## config.mk

```make
export PLATFORM = sky130hd
export DESIGN_NAME = rs_berlekamp
export DESIGN_NICKNAME = d
export VERILOG_FILES = /design/src/rtl/gf_pkg.sv /design/src/rtl/rs_bm_delta.sv /design/src/rtl/rs_berlekamp.sv
export SDC_FILE = /design/constraint.sdc
export NUM_CORES = 1
export LEC_CHECK = 0
export BUFFER_PORTS_ARGS = -buffer_cell sky130_fd_sc_hd__buf_2
export CAP_MARGIN = 15
export CORE_MARGIN = 2
export CORE_UTILIZATION = 55
export DETAILED_ROUTE_END_ITERATION = 7
export MAX_ROUTING_LAYER = met4
export PLACE_DENSITY_LB_ADDON = 0.12
export SETUP_SLACK_MARGIN = 0.3
export SLEW_MARGIN = 5
export SYNTH_ARGS = -nofsm -noshare
export SYNTH_HDL_FRONTEND = slang
export SYNTH_SLANG_ARGS = --single-unit
```

## constraint.sdc

```tcl
create_clock -name aclk -period 6.1 [get_ports aclk]
set_input_delay 1.22 -clock aclk [delete_from_list [all_inputs] [get_ports aclk]]
set_output_delay 1.22 -clock aclk [all_outputs]
set_load 0.01 [all_outputs]
```

## src/rtl/gf_pkg.sv

```systemverilog
// GF(2^8) field parameters, shared types and the constant-free multiplier.
// Latency: none (types, constants and a combinational function only).
// Backpressure: not applicable.
package gf_pkg;

   localparam int SYMB_WIDTH = 8;
   localparam int ROOTS_NUM  = 4;
   localparam int T_LEN      = ROOTS_NUM / 2;
   localparam int CNT_W      = $clog2(T_LEN + 2);
   // L can grow to ROOTS_NUM internally before saturation on the output
   localparam int LEN_W      = $clog2(ROOTS_NUM + 2);
   localparam int R_W        = $clog2(ROOTS_NUM);

   // x^8 + x^4 + x^3 + x^2 + 1
   localparam logic [SYMB_WIDTH:0] PRIM_POLY = 9'h11D;

   typedef logic [SYMB_WIDTH-1:0] symb_t;

   typedef enum logic [1:0] {
      ST_IDLE,
      ST_CALC,
      ST_DONE
   } bm_state_t;

   // Shift-and-add multiply, reducing by the primitive polynomial each step
   function automatic symb_t gf_mult(input symb_t a, input symb_t b);
      symb_t acc;
      symb_t sh;
      acc = '0;
      sh  = a;
      for (int i = 0; i < SYMB_WIDTH; i++) begin
         if (b[i]) acc = acc ^ sh;
         sh = sh[SYMB_WIDTH-1] ? ((sh << 1) ^ PRIM_POLY[SYMB_WIDTH-1:0]) : (sh << 1);
      end
      return acc;
   endfunction

endpackage

```

## src/rtl/rs_bm_delta.sv

```systemverilog
// Berlekamp-Massey discrepancy: delta = sum Lambda_i * S_(r-i).
// Latency: purely combinational.
// Backpressure: none; inputs are the registered solver state.
module rs_bm_delta
   import gf_pkg::*;
(
   input  logic [SYMB_WIDTH-1:0] lambda [T_LEN+1],
   input  logic [SYMB_WIDTH-1:0] synd   [ROOTS_NUM],
   input  logic [R_W-1:0]        r,
   output logic [SYMB_WIDTH-1:0] delta
);

   logic [R_W-1:0] idx;

   // Terms whose syndrome index would be negative contribute nothing
   always_comb begin
      delta = '0;
      idx   = '0;
      for (int i = 0; i <= T_LEN; i++) begin
         if (int'(r) >= i) begin
            idx   = r - R_W'(i);
            delta = delta ^ gf_mult(lambda[i], synd[idx]);
         end
      end
   end

endmodule

```

## src/rtl/rs_berlekamp.sv

```systemverilog
// Inversionless Berlekamp-Massey solver: syndromes in, scaled Lambda(x), L and fail out.
// Latency: ROOTS_NUM+1 cycles from accepted syndrome_vld to the sigma_vld pulse.
// Backpressure: none; syndrome_vld while busy is discarded and flagged on drop next cycle.
module rs_berlekamp
   import gf_pkg::*;
(
   input  logic                  aclk,
   input  logic                  areset,
   input  logic [SYMB_WIDTH-1:0] syndrome [ROOTS_NUM],
   input  logic                  syndrome_vld,
   output logic [SYMB_WIDTH-1:0] sigma    [T_LEN+1],
   output logic [CNT_W-1:0]      err_cnt,
   output logic                  fail,
   output logic                  sigma_vld,
   output logic                  busy,
   output logic                  drop
);

   localparam int NL = T_LEN + 1;

   bm_state_t        state_q, state_d;
   symb_t            synd_q   [ROOTS_NUM];
   symb_t            synd_d   [ROOTS_NUM];
   symb_t            lambda_q [NL];
   symb_t            lambda_d [NL];
   symb_t            b_q      [NL];
   symb_t            b_d      [NL];
   symb_t            gamma_q, gamma_d;
   logic [LEN_W-1:0] len_q, len_d;
   logic [R_W-1:0]   r_q, r_d;
   symb_t            sigma_q  [NL];
   symb_t            sigma_d  [NL];
   logic [CNT_W-1:0] err_cnt_q, err_cnt_d;
   logic             fail_q, fail_d;
   logic             sigma_vld_q, sigma_vld_d;
   logic             busy_q, busy_d;
   logic             drop_q, drop_d;

   symb_t            delta;
   symb_t            lambda_upd [NL];
   logic             do_swap;
   logic [LEN_W-1:0] len_nxt;

   rs_bm_delta u_delta (
      .lambda (lambda_q),
      .synd   (synd_q),
      .r      (r_q),
      .delta  (delta)
   );

   // One iteration: Lambda' = gamma*Lambda + delta*x*B, and the length-change decision
   always_comb begin
      do_swap       = (delta != '0) && ((2 * int'(len_q)) <= int'(r_q));
      len_nxt       = do_swap ? LEN_W'(int'(r_q) + 1 - int'(len_q)) : len_q;
      lambda_upd[0] = gf_mult(gamma_q, lambda_q[0]);
      for (int i = 1; i < NL; i++) begin
         lambda_upd[i] = gf_mult(gamma_q, lambda_q[i]) ^ gf_mult(delta, b_q[i-1]);
      end
   end

   // Next-state: results are registered on the last CALC step so they are visible during DONE
   always_comb begin
      state_d     = state_q;
      synd_d      = synd_q;
      lambda_d    = lambda_q;
      b_d         = b_q;
      gamma_d     = gamma_q;
      len_d       = len_q;
      r_d         = r_q;
      sigma_d     = sigma_q;
      err_cnt_d   = err_cnt_q;
      fail_d      = fail_q;
      sigma_vld_d = 1'b0;
      busy_d      = busy_q;
      drop_d      = syndrome_vld && (state_q != ST_IDLE);
      case (state_q)
         ST_IDLE: begin
            if (syndrome_vld) begin
               state_d = ST_CALC;
               synd_d  = syndrome;
               for (int i = 0; i < NL; i++) begin
                  lambda_d[i] = '0;
                  b_d[i]      = '0;
               end
               lambda_d[0] = symb_t'(1);
               b_d[0]      = symb_t'(1);
               gamma_d     = symb_t'(1);
               len_d       = '0;
               r_d         = '0;
               busy_d      = 1'b1;
            end
         end
         ST_CALC: begin
            lambda_d = lambda_upd;
            len_d    = len_nxt;
            if (do_swap) begin
               b_d     = lambda_q;
               gamma_d = delta;
            end else begin
               b_d[0] = '0;
               for (int i = 1; i < NL; i++) b_d[i] = b_q[i-1];
            end
            if (int'(r_q) == ROOTS_NUM - 1) begin
               state_d     = ST_DONE;
               sigma_d     = lambda_upd;
               fail_d      = int'(len_nxt) > T_LEN;
               err_cnt_d   = (int'(len_nxt) > T_LEN) ? CNT_W'(T_LEN + 1) : CNT_W'(len_nxt);
               sigma_vld_d = 1'b1;
            end else begin
               r_d = r_q + R_W'(1);
            end
         end
         ST_DONE: begin
            state_d = ST_IDLE;
            busy_d  = 1'b0;
         end
         default: begin
            state_d = ST_IDLE;
            busy_d  = 1'b0;
         end
      endcase
   end

   // All state and outputs; reset aborts any codeword in flight
   always_ff @(posedge aclk or posedge areset) begin
      if (areset) begin
         state_q     <= ST_IDLE;
         synd_q      <= '{default: '0};
         lambda_q    <= '{default: '0};
         b_q         <= '{default: '0};
         gamma_q     <= '0;
         len_q       <= '0;
         r_q         <= '0;
         sigma_q     <= '{default: '0};
         err_cnt_q   <= '0;
         fail_q      <= 1'b0;
         sigma_vld_q <= 1'b0;
         busy_q      <= 1'b0;
         drop_q      <= 1'b0;
      end else begin
         state_q     <= state_d;
         synd_q      <= synd_d;
         lambda_q    <= lambda_d;
         b_q         <= b_d;
         gamma_q     <= gamma_d;
         len_q       <= len_d;
         r_q         <= r_d;
         sigma_q     <= sigma_d;
         err_cnt_q   <= err_cnt_d;
         fail_q      <= fail_d;
         sigma_vld_q <= sigma_vld_d;
         busy_q      <= busy_d;
         drop_q      <= drop_d;
      end
   end

   assign sigma     = sigma_q;
   assign err_cnt   = err_cnt_q;
   assign fail      = fail_q;
   assign sigma_vld = sigma_vld_q;
   assign busy      = busy_q;
   assign drop      = drop_q;

endmodule
```

### After elaboration in Yosys (flattened, before gate mapping)

Index checks and enable logic that the tools add are counted.

* register bits after elaboration: 117
* bits of input ports: 35
* logic and storage cells: 298

* add/subtract/negate cells: 5
* magnitude comparators: 7
* equality and inequality tests: 6
* multiplexer cells: 147
* bitwise operators: 99
* reduce and logical (&&, ||, !) cells: 13

Operator list (count)
* 8-bit 2-to-1 mux: 90
* 8-bit XOR: 60
* 5-bit 2-to-1 mux: 35
* 4-bit inverter: 35
* 24-bit case mux with 2 select lines: 2
* 8-bit binary-select mux with 2-bit select: 3
* 24-bit 2-to-1 mux: 2
* 8-bit case mux with 2 select lines: 1
* 2-bit 2-to-1 mux: 5
* 2-bit AND reduction: 5
* 3-bit greater-or-equal comparator, second input constant: 3
* 2-bit inverter with 3-bit output: 3
* 2-bit != test, second input constant: 4
* 2-bit case mux with 2 select lines: 2
* 8-bit nonzero test: 1
* 3-bit 2-to-1 mux: 2
* 3-bit case mux with 2 select lines: 1
* 3-bit AND reduction: 2
* 2-bit by 1-bit equality test with 1-bit output, second input constant: 2
* 4-bit by 2-bit less-or-equal comparator with 1-bit output: 1
* 2-bit nonzero test: 2
* 2-bit by 1-bit adder with 3-bit output, second input constant: 1
* 3-bit by 2-bit > comparator with 1-bit output, second input constant: 1
* 1-bit 2-to-1 mux: 3
* other kinds (10): 11

### Logic depth before layout (Yosys ltp)

Gate-level depths: netlist of run 1.

* depth in word-level cells: 50
* mapped depth: 23
* gate-level depth less buffers: 16

### Modules after synthesis

From an unflattened synthesis of run 1, not the netlist that was laid out.

* cell total of the unflattened synthesis: 1835
* area total of the unflattened synthesis: 14181.1 µm²

Modules (own cells, without submodules)
* rs_berlekamp: instances 1, cells an instance 1229, area each 9536.6 µm², seq. area each 2927.8 µm²
* rs_bm_delta: instances 1, cells an instance 606, area each 4644.5 µm², seq. area each 0.0 µm²

### Worst setup path before layout of run 1

Ideal clock, no wire load.

* path type: register to register
* start point: register r_q[0]
* end point: register sigma_q, in the netlist sigma[3]
* setup time: 125 ps
* arrival: 5170 ps
* data required time: 5975 ps
* path slack: 805 ps
* stages on the path, launching flop included: 21
* path buffers: 5
* cell sequence: dfrtp_1 > buf_6 > buf_6 > buf_6 > inv_1 > ha_1 > buf_2 > mux4_2 > buf_6 > mux2_2 > a222oi_1 > xnor3_1 > xnor3_1 > nor2_2 > xnor2_4 > xor2_4 > xnor3_2 > nand2b_1 > xnor3_1 > xnor3_1 > mux2_2

* longest elaborated chain between the ends: 49
* elaborated cells on any way between the ends: 113
* classes of those cells: add/sub: 2; order compare: 2; eq/ne: 1; mux: 66; bitwise: 41; reduce/logical: 1

Ends and longest elaborated chain
* start, declared: line rs_berlekamp.sv:30 `logic [R_W-1:0] r_q, r_d;`
* start signal, assigned: line rs_berlekamp.sv:147 `r_q <= r_d;`
* 2-bit by 1-bit subtractor with 2-bit output: line rs_bm_delta.sv:21 `idx = r - R_W'(i);`
* 2-bit inverter with 3-bit output (implied by the code): line rs_bm_delta.sv:22 `delta = delta ^ gf_mult(lambda[i], synd[idx]);`
* 8-bit binary-select mux with 2-bit select: line rs_bm_delta.sv:22
* 8-bit 2-to-1 mux (implied by the code) (2 in series): line rs_bm_delta.sv:22
* 8-bit 2-to-1 mux: line gf_pkg.sv:32 `if (b[i]) acc = acc ^ sh;`
* 8-bit 2-to-1 mux: line rs_bm_delta.sv:20 `if (int'(r) >= i) begin`
* 8-bit XOR: line gf_pkg.sv:32
* 8-bit 2-to-1 mux: line gf_pkg.sv:32
* (+32 left out)
* 8-bit 2-to-1 mux: line gf_pkg.sv:32
* 8-bit XOR: line gf_pkg.sv:32
* 8-bit 2-to-1 mux: line gf_pkg.sv:32
* 8-bit XOR: line gf_pkg.sv:32
* 8-bit 2-to-1 mux: line gf_pkg.sv:32
* 8-bit XOR: line gf_pkg.sv:32
* 8-bit 2-to-1 mux: line gf_pkg.sv:32
* 8-bit XOR: line rs_berlekamp.sv:57 `lambda_upd[i] = gf_mult(gamma_q, lambda_q[i]) ^ gf_mult(delta, b_q[i-1]);`
* end signal, assigned: line rs_berlekamp.sv:148 `sigma_q <= sigma_d;`
* end, declared: line rs_berlekamp.sv:31 `symb_t sigma_q [NL];`

Parallel ways exist; a longest one is shown, timed or not. The select of a mux whose other input is x is not followed.
A chain may end at the register's enable or synchronous reset.

### Worst setup path in the final report of run 1

* start point: register lambda_q[15] in the netlist's numbering
* end point: register sigma_q, in the netlist sigma[3]

* longest elaborated chain between the ends: 43
* elaborated cells on any way between the ends: 70
* classes of those cells: mux: 40; bitwise: 30

Ends and longest elaborated chain
* start, declared: line rs_berlekamp.sv:24 `symb_t lambda_q [NL];`
* start signal, assigned: line rs_berlekamp.sv:143 `lambda_q <= lambda_d;`
* 8-bit 2-to-1 mux or 5-bit 2-to-1 mux (tied branches): line gf_pkg.sv:32, gf_pkg.sv:33
* 8-bit 2-to-1 mux or 8-bit XOR (tied branches): line rs_bm_delta.sv:20, gf_pkg.sv:32
* 8-bit XOR or 8-bit 2-to-1 mux (tied branches): line gf_pkg.sv:32
* 8-bit 2-to-1 mux (on tied branches): line gf_pkg.sv:32, rs_bm_delta.sv:20
* 8-bit 2-to-1 mux or 8-bit XOR (tied branches): line rs_bm_delta.sv:20, gf_pkg.sv:32
* 8-bit XOR or 8-bit 2-to-1 mux (tied branches): line gf_pkg.sv:32
* 8-bit 2-to-1 mux (on tied branches): line gf_pkg.sv:32, rs_bm_delta.sv:20
* 8-bit 2-to-1 mux or 8-bit XOR (tied branches): line rs_bm_delta.sv:20, gf_pkg.sv:32
* (+27 left out)
* 8-bit 2-to-1 mux: line gf_pkg.sv:32
* 8-bit XOR: line gf_pkg.sv:32
* 8-bit 2-to-1 mux: line gf_pkg.sv:32
* 8-bit XOR: line gf_pkg.sv:32
* 8-bit 2-to-1 mux: line gf_pkg.sv:32
* 8-bit XOR: line gf_pkg.sv:32
* 8-bit 2-to-1 mux (*): line gf_pkg.sv:32
* 8-bit XOR (*): line rs_berlekamp.sv:57

Mark *: on every way between the ends. The rest lies on a longest branch, timed or not. The select of a mux whose other input is x is not followed.

==> results of run 1 <==
per-layer routing:
| layer | global-route usage, % | up-vias | routed length (um) |
|---|---|---|---|
| met5 | - | - | 0 |
| met4 | 13.0 | 0 | 1710 |
| met3 | 4.56 | 112 | 4240 |
| met2 | 52.1 | 663 | 20600 |
| met1 | 48.8 | 6306 | 20100 |
| li1 | - | 6056 | - |
cell type report:
class                      count  area (um^2)
clock buffer                  18          439
sequential                   117         2930
tap                          335          419
clock inverter                14          145
multi-input combinational   1564        10900
timing repair buffer         118          746
inverter                      33          126
fill                        2383        10300
repair_timing:
action / in CTS / in global routing
buffers inserted: 0 / 0
setup endpoints to repair: 0 / 7
hold buffers: 0 / 0
resized for setup: 0 / 4
cells in the mapped netlist, types with 11 or more instances:
library cell | number | area (um^2)
o21ai_1 | 11 | 55.1
o21ai_0 | 103 | 515
mux2i_1 | 26 | 260
buf_2 | 18 | 90.1
nor2_1 | 73 | 274
nand2_1 | 550 | 2060
nor2b_1 | 15 | 93.8
dfrtp_1 | 117 | 2930
mux2_2 | 12 | 135
mux4_2 | 24 | 541
nand3_1 | 19 | 95.1
buf_1 | 13 | 48.8
clkbuf_1 | 118 | 443
a21oi_1 | 45 | 225
xnor2_1 | 349 | 3060
a22oi_1 | 19 | 143
o221ai_1 | 11 | 96.3
xnor3_1 | 41 | 923
nand2b_1 | 17 | 106
inv_1 | 32 | 120
xor2_1 | 102 | 893
path summary, 6_finish.rpt:
check,startpoint,endpoint,slack [ps],cells after the start
max,lambda_q[15],sigma[3],580,14
min,sigma[22],sigma[22],480,2
max reg2reg,lambda_q[15],sigma[3],580,14
min reg2reg,sigma[22],sigma[22],480,2
max in group asynchronous,areset,sigma[2],3920,3
min in group asynchronous,areset,synd_q[9],950,2
state kept, by name (all words and copies together), names as in the netlist:
signal     cells
err_cnt        2
state_q        2
lambda_q      24
b_q           16
sigma_vld      1
sigma         24
synd_q        32
len_q          3
drop           1
r_q            2
gamma_q        8
fail           1
busy           1
logic make-up after synthesis:
kind of cell / after synthesis
compound gates: 255
xor+xnor: 509
fa+ha+maj: 7
buf+inv: 189
flops: 117
mux: 62
simple gates: 731
through the flow:
stage          setup slack, ps  util, %  cells
2_1_floorplan              805        -   1870
3_3_place_gp               567     57.9   2166
3_5_place_dp               602     57.9   2166
4_1_cts                    555     60.1   2198
5_1_grt                    292     60.3   2199
6_report                   580     60.3   2199
worst reg2reg max path, stage by stage (launching register included):
cell     delay [ps]
dfrtp_1         530
xor2_1          690
xnor2_1         410
nand2_1         190
xnor3_1         380
xnor3_1         380
nor2_1          240
xnor3_2         550
xnor2_2         410
xnor2_1         130
xnor2_1         480
nand2_1         140
xnor3_1         370
xnor3_1         230
mux2_2          280
==> impl_metrics.json, run 1 <==
{
  "hp-class": "reg -> reg",
  "synth_mux_area_share_pct": 6.44,
  "synth_top_family_by_area": "XOR/XNOR gates",
  "crit_family": "XOR/XNOR gates",
  "crit_path_max_fanout": 11,
  "final_cell_mix": "nand2_1 (550), xnor2_1 (347), dfrtp_1 (117)",
  "grt-ovfl-total": 0,
  "synth_ff_type": "dfrtp_1",
  "routed_wl_mm": 46.7,
  "synth_seq_area_share_pct": 20.1,
  "cpMostUsedCell": "xnor3_1",
  "arrival_ps": 5850,
  "mostFrequentLayoutCell": "nand2_1",
  "synth-simple-area-share_pct": 20.7,
  "cp-end-kind": "flip-flop",
  "relSlewSlack_pct": 32.8,
  "clock_sinks": 117,
  "diodes": 0,
  "synth_nets": 1912,
  "antenna_found_initial": 0,
  "hold_viol_final": 0,
  "die_h_um": 167,
  "h-tree-depth": 4,
  "synth_area_per_cell_um2": 7.77,
  "finClkSkew_ps": 15.7,
  "area_growth_pct": 7.78,
  "grt.total_usage_pct": 35.0,
  "wl_per_cell_um": 21.2,
  "hold_ws_ps": 482,
  "syn-cell-area_um2": 14500,
  "fp.coreArea_um2": 26000,
  "fin_crit_ps": 5520,
  "fmax_ghz": 0.181,
  "maxSlewViolCount": 0,
  "crit_required_ps": 6430,
  "first_pass_iters": 7,
  "synthXorXnorAreaFrac_pct": 36.0,
  "numCtsBuffers": 17,
  "grt_pass1_vias": 12400,
  "synthAdderAreaFrac_pct": 0.603,
  "syn_inst": 1870,
  "start_kind": "flip-flop",
  "gp_congestion": 0.954,
  "cts_tree": "built",
  "drt-initial-drc-count": 1535,
  "grt_pass1_wl_mm": 73.5,
  "setup_violations": 0,
  "crit_type": "reg -> reg",
  "ys_types": 68,
  "ys_warn_count": 0,
  "status": "completed",
  "place_area_um2": 15000,
  "cpPeakStageDelay_ps": 690,
  "async_reset_ff_share_pct": 100,
  "hpwl_mm": 33.0,
  "synth_edf_count": 0,
  "crit_chain": "xor2_1 -> xnor2_1 -> nand2_1 -> xnor3_1 -> xnor3_1 -> nor2_1 -> xnor3_2 -> xnor2_2 -> xnor2_1 -> xnor2_1 -> nand2_1 -> xnor3_1 -> xnor3_1 -> mux2_2",
  "initial_utilization_pct": 55.9,
  "fin_tns_setup_ps": 0,
  "drive_above_1_share_pct": 11.3,
  "clk_pin_slew_worst_paths_ps": 70,
  "worst_path_max_delay_cell": "xor2_1",
  "ant_nets": 0,
  "root_buffer": "clkbuf_16",
  "routed_via_density": 5.97,
  "layout.nets": 1893,
  "pin_count": 65,
  "drv_cap": 0,
  "via_count": 13100,
  "worst_pin_slew_ps": 1010,
  "grt_max_degree": 65,
  "rsz0062_at_grt": "true",
  "rows": 59,
  "port_buffers": 64,
  "dieArea_um2": 27700,
  "ys_seq_elements": 117,
  "clock_latency_ps": 440,
  "dieWidth_um": 167,
  "crit_buf_inv": 0,
  "finalInstanceArea_um2": 15700,
  "drc_errors": 0,
  "clk_path_buf_depth": 2,
  "post-route-period-util_pct": 90.5,
  "synth_compound_area_share_pct": 10.7
}
Power of run 1 is left out: the tool's default activity adds up to more than one toggle a clock period on the data nets, which glitch-free logic cannot reach.
==> run 2, diff against run 1 <==
--- a/config.mk
+++ b/config.mk
@@ -5,12 +5,12 @@
 export SDC_FILE = /design/constraint.sdc
 export NUM_CORES = 1
 export LEC_CHECK = 0
+export ABC_AREA = 1
 export BUFFER_PORTS_ARGS = -buffer_cell sky130_fd_sc_hd__buf_2
 export CAP_MARGIN = 15
-export CORE_MARGIN = 2
+export CORE_MARGIN = 4
 export CORE_UTILIZATION = 55
 export DETAILED_ROUTE_END_ITERATION = 7
-export MAX_ROUTING_LAYER = met4
 export PLACE_DENSITY_LB_ADDON = 0.12
 export SETUP_SLACK_MARGIN = 0.3
 export SLEW_MARGIN = 5
==> run 2 against run 1 <==
Register-to-register slack better by 250 ps. Worst setup slack improved by 250 ps. Wire length increased by 29%. Area after synthesis increased by 12%. Synthesized cell count grew 57%. Via count grew 44%. Utilization fell by 0.60 points. Global-route usage grew 0.81 points. Sequential share of layout area is 1.7 points lower. Critical path depth grew 19. Flip-flop and latch count unchanged. Critical path type unchanged. Critical endpoint is now sigma[12]. Highest routed layer unchanged.
==> impl_metrics.json, run 2 <==
{
  "die_h_um": 180,
  "h-tree-depth": 4,
  "routed_via_density": 5.68,
  "crit_type": "reg -> reg",
  "grt_max_degree": 62,
  "drive_above_1_share_pct": 7.80,
  "mostFrequentLayoutCell": "nand2_1",
  "setup_violations": 0,
  "clock_sinks": 117,
  "port_buffers": 64,
  "pin_count": 65,
  "cts_hold_buffers": 0,
  "cpPeakStageDelay_ps": 870,
  "reg2reg_to": "sigma[12]",
  "synth_seq_area_share_pct": 18.0,
  "largest-register": "synd_q",
  "worst_path_max_delay_cell": "dfrtp_1",
  "relSlewSlack_pct": 39.8,
  "worst_pin_slew_ps": 904,
  "synth_top_cells_by_count": "nand2_1 (1253), nand3_1 (348), inv_1 (277)",
  "min_to": "sigma[15]",
  "clk_pin_slew_worst_paths_ps": 60,
  "maxSlewViolCount": 0,
  "area_growth_pct": 6.14,
  "fin_crit_ps": 5270,
  "synth_top_cell_by_area": "nand2_1",
  "largest_reg_flops": 32,
  "gp_congestion": 1.04,
  "synth_most_common_cell": "nand2_1",
  "hold_viol_final": 0,
  "crit_path_max_fanout": 16,
  "drt-initial-drc-count": 2378,
  "via_count": 18900,
  "dieArea_um2": 32400,
  "numCtsBuffers": 17,
  "ys_types": 40,
  "synth_area_per_cell_um2": 5.55,
  "fin_tns_setup_ps": 0,
  "status": "completed",
  "final_cell_mix": "nand2_1 (1253), nand3_1 (348), inv_1 (276)",
  "ys_warn_count": 0,
  "fp.coreArea_um2": 28900,
  "rows": 62,
  "root_buffer": "clkbuf_16",
  "first_pass_iters": 6,
  "hold_path_depth": 2,
  "drc_errors": 0,
  "initial_utilization_pct": 56.2,
  "dieWidth_um": 180,
  "yosys-top-cells-area": "nand2_1 (29%), dfrtp_1 (18%), nand3_1 (11%), xor2_1 (9.1%), inv_1 (6.4%)",
  "routed_wl_mm": 60.0,
  "rsz0062_at_grt": "false",
  "post_cts.repair.setup_buffers": 0,
  "synth_ff_type": "dfrtp_1",
  "ant_nets": 0,
  "min_from": "sigma[15]",
  "cpMostUsedCell": "nand2_1",
  "crit_required_ps": 6410,
  "cts_resized": 0,
  "synth_edf_count": 0,
  "ys_seq_elements": 117,
  "hpwl_mm": 46.0,
  "syn_inst": 2932,
  "finClkSkew_ps": 10.7,
  "r2r_setup_slack_ps": 830,
  "diodes": 0,
  "syn-cell-area_um2": 16300,
  "grt_pass1_vias": 17300,
  "wl_per_cell_um": 18.0,
  "cts_tree": "built",
  "grt-ovfl-total": 0,
  "fmax_ghz": 0.190,
  "hp-class": "reg -> reg",
  "drv_cap": 0,
  "synth_nets": 2974,
  "async_reset_ff_share_pct": 100,
  "clock_latency_ps": 440,
  "layout.nets": 2978,
  "yosys.area.top_type_share_pct": 28.9,
  "start_kind": "flip-flop",
  "regToRegStartpoint": "lambda_q[15]",
  "grt.total_usage_pct": 35.8,
  "grt_pass1_wl_mm": 93.6,
  "clk_path_buf_depth": 2,
  "cp-end-kind": "flip-flop",
  "antenna_found_initial": 0,
  "worstRegToRegCells": 33,
  "post-route-period-util_pct": 86.5,
  "arrival_ps": 5590
}
## run 2: changes by cell type after synthesis, moves of 24 or more
| cell | previous run | this run |
|---|---|---|
| xor2_1 | 102 | 169 |
| clkbuf_1 | 118 | 39 |
| o21ai_0 | 103 | 60 |
| xnor2_1 | 349 | 104 |
| mux4_2 | 24 | 0 |
| xnor3_1 | 41 | 0 |
| a21oi_1 | 45 | 10 |
| nand2_1 | 550 | 1253 |
| nand3_1 | 19 | 348 |
| nor2_1 | 73 | 275 |
| inv_1 | 32 | 277 |
| nand2_2 | 0 | 43 |
| mux2i_1 | 26 | 0 |
## run 2: kinds of logic (layout without fill, tap and decap cells)
group / Yosys count / after routing / synth area share [%]
compound gates: 134 / 134 / 4.45
flops: 117 / 117 / 18.0
simple gates: 1985 / 1985 / 50.8
xor+xnor: 282 / 282 / 15.7
buf+inv: 407 / 424 / 10.5
fa+ha+maj: 7 / 7 / 0.538
## run 2: final cells by class
| cell class | instances | area [um^2] |
|---|---|---|
| repair buffers | 89 | 508 |
| clock inverters | 13 | 138 |
| multi-input cells | 2408 | 11600 |
| flip-flops and latches | 117 | 2930 |
| inverters | 303 | 1140 |
| clock buffers | 19 | 443 |
| fillers | 2889 | 11700 |
| well taps | 384 | 480 |
## run 2: per-stage QoR
| step | util (%) | instances | setup slack, ps | hold WS [ps] | cell area [um^2] |
|---|---|---|---|---|---|
| 2_1_floorplan | - | 2932 | 1780 | 448 | 16300 |
| 3_3_place_gp | 57.7 | 3301 | 1090 | 459 | 16700 |
| 3_5_place_dp | 57.7 | 3301 | 1020 | 465 | 16700 |
| 4_1_cts | 59.7 | 3333 | 991 | 482 | 17300 |
| 5_1_grt | 59.7 | 3333 | 374 | 497 | 17300 |
| 6_report | 59.7 | 3333 | 825 | 481 | 17300 |
## run 2: how the worst max path moves through the flow
stage             endpoint          from  slack [ps]  depth (start not counted)
5_1_grt           sigma[4]        r_q[0]         370                         31
3_5_place_dp      sigma[2]  lambda_q[15]        1020                         32
6_report         sigma[12]  lambda_q[15]         830                         33
3_3_place_gp      sigma[2]  lambda_q[15]        1090                         32
2_1_floorplan      b_q[10]        areset        1780                          1
4_1_cts        lambda_q[2]  lambda_q[15]         990                         32
## run 2: worst max-delay path: cells and delay by family (launching register included)
family / cells / cell delay (ps)
buffers and inverters: 6 / 730
and+or+nand+nor: 27 / 3520
DFF: 1 / 870
## run 2: layer usage
layer | track usage (%) | share of wire [%]
met5 | 0 | 0
met4 | 14.8 | 4.5
met3 | 7.44 | 11
met2 | 55.3 | 43
met1 | 48.8 | 42
Power of run 2 is left out for the same reason.
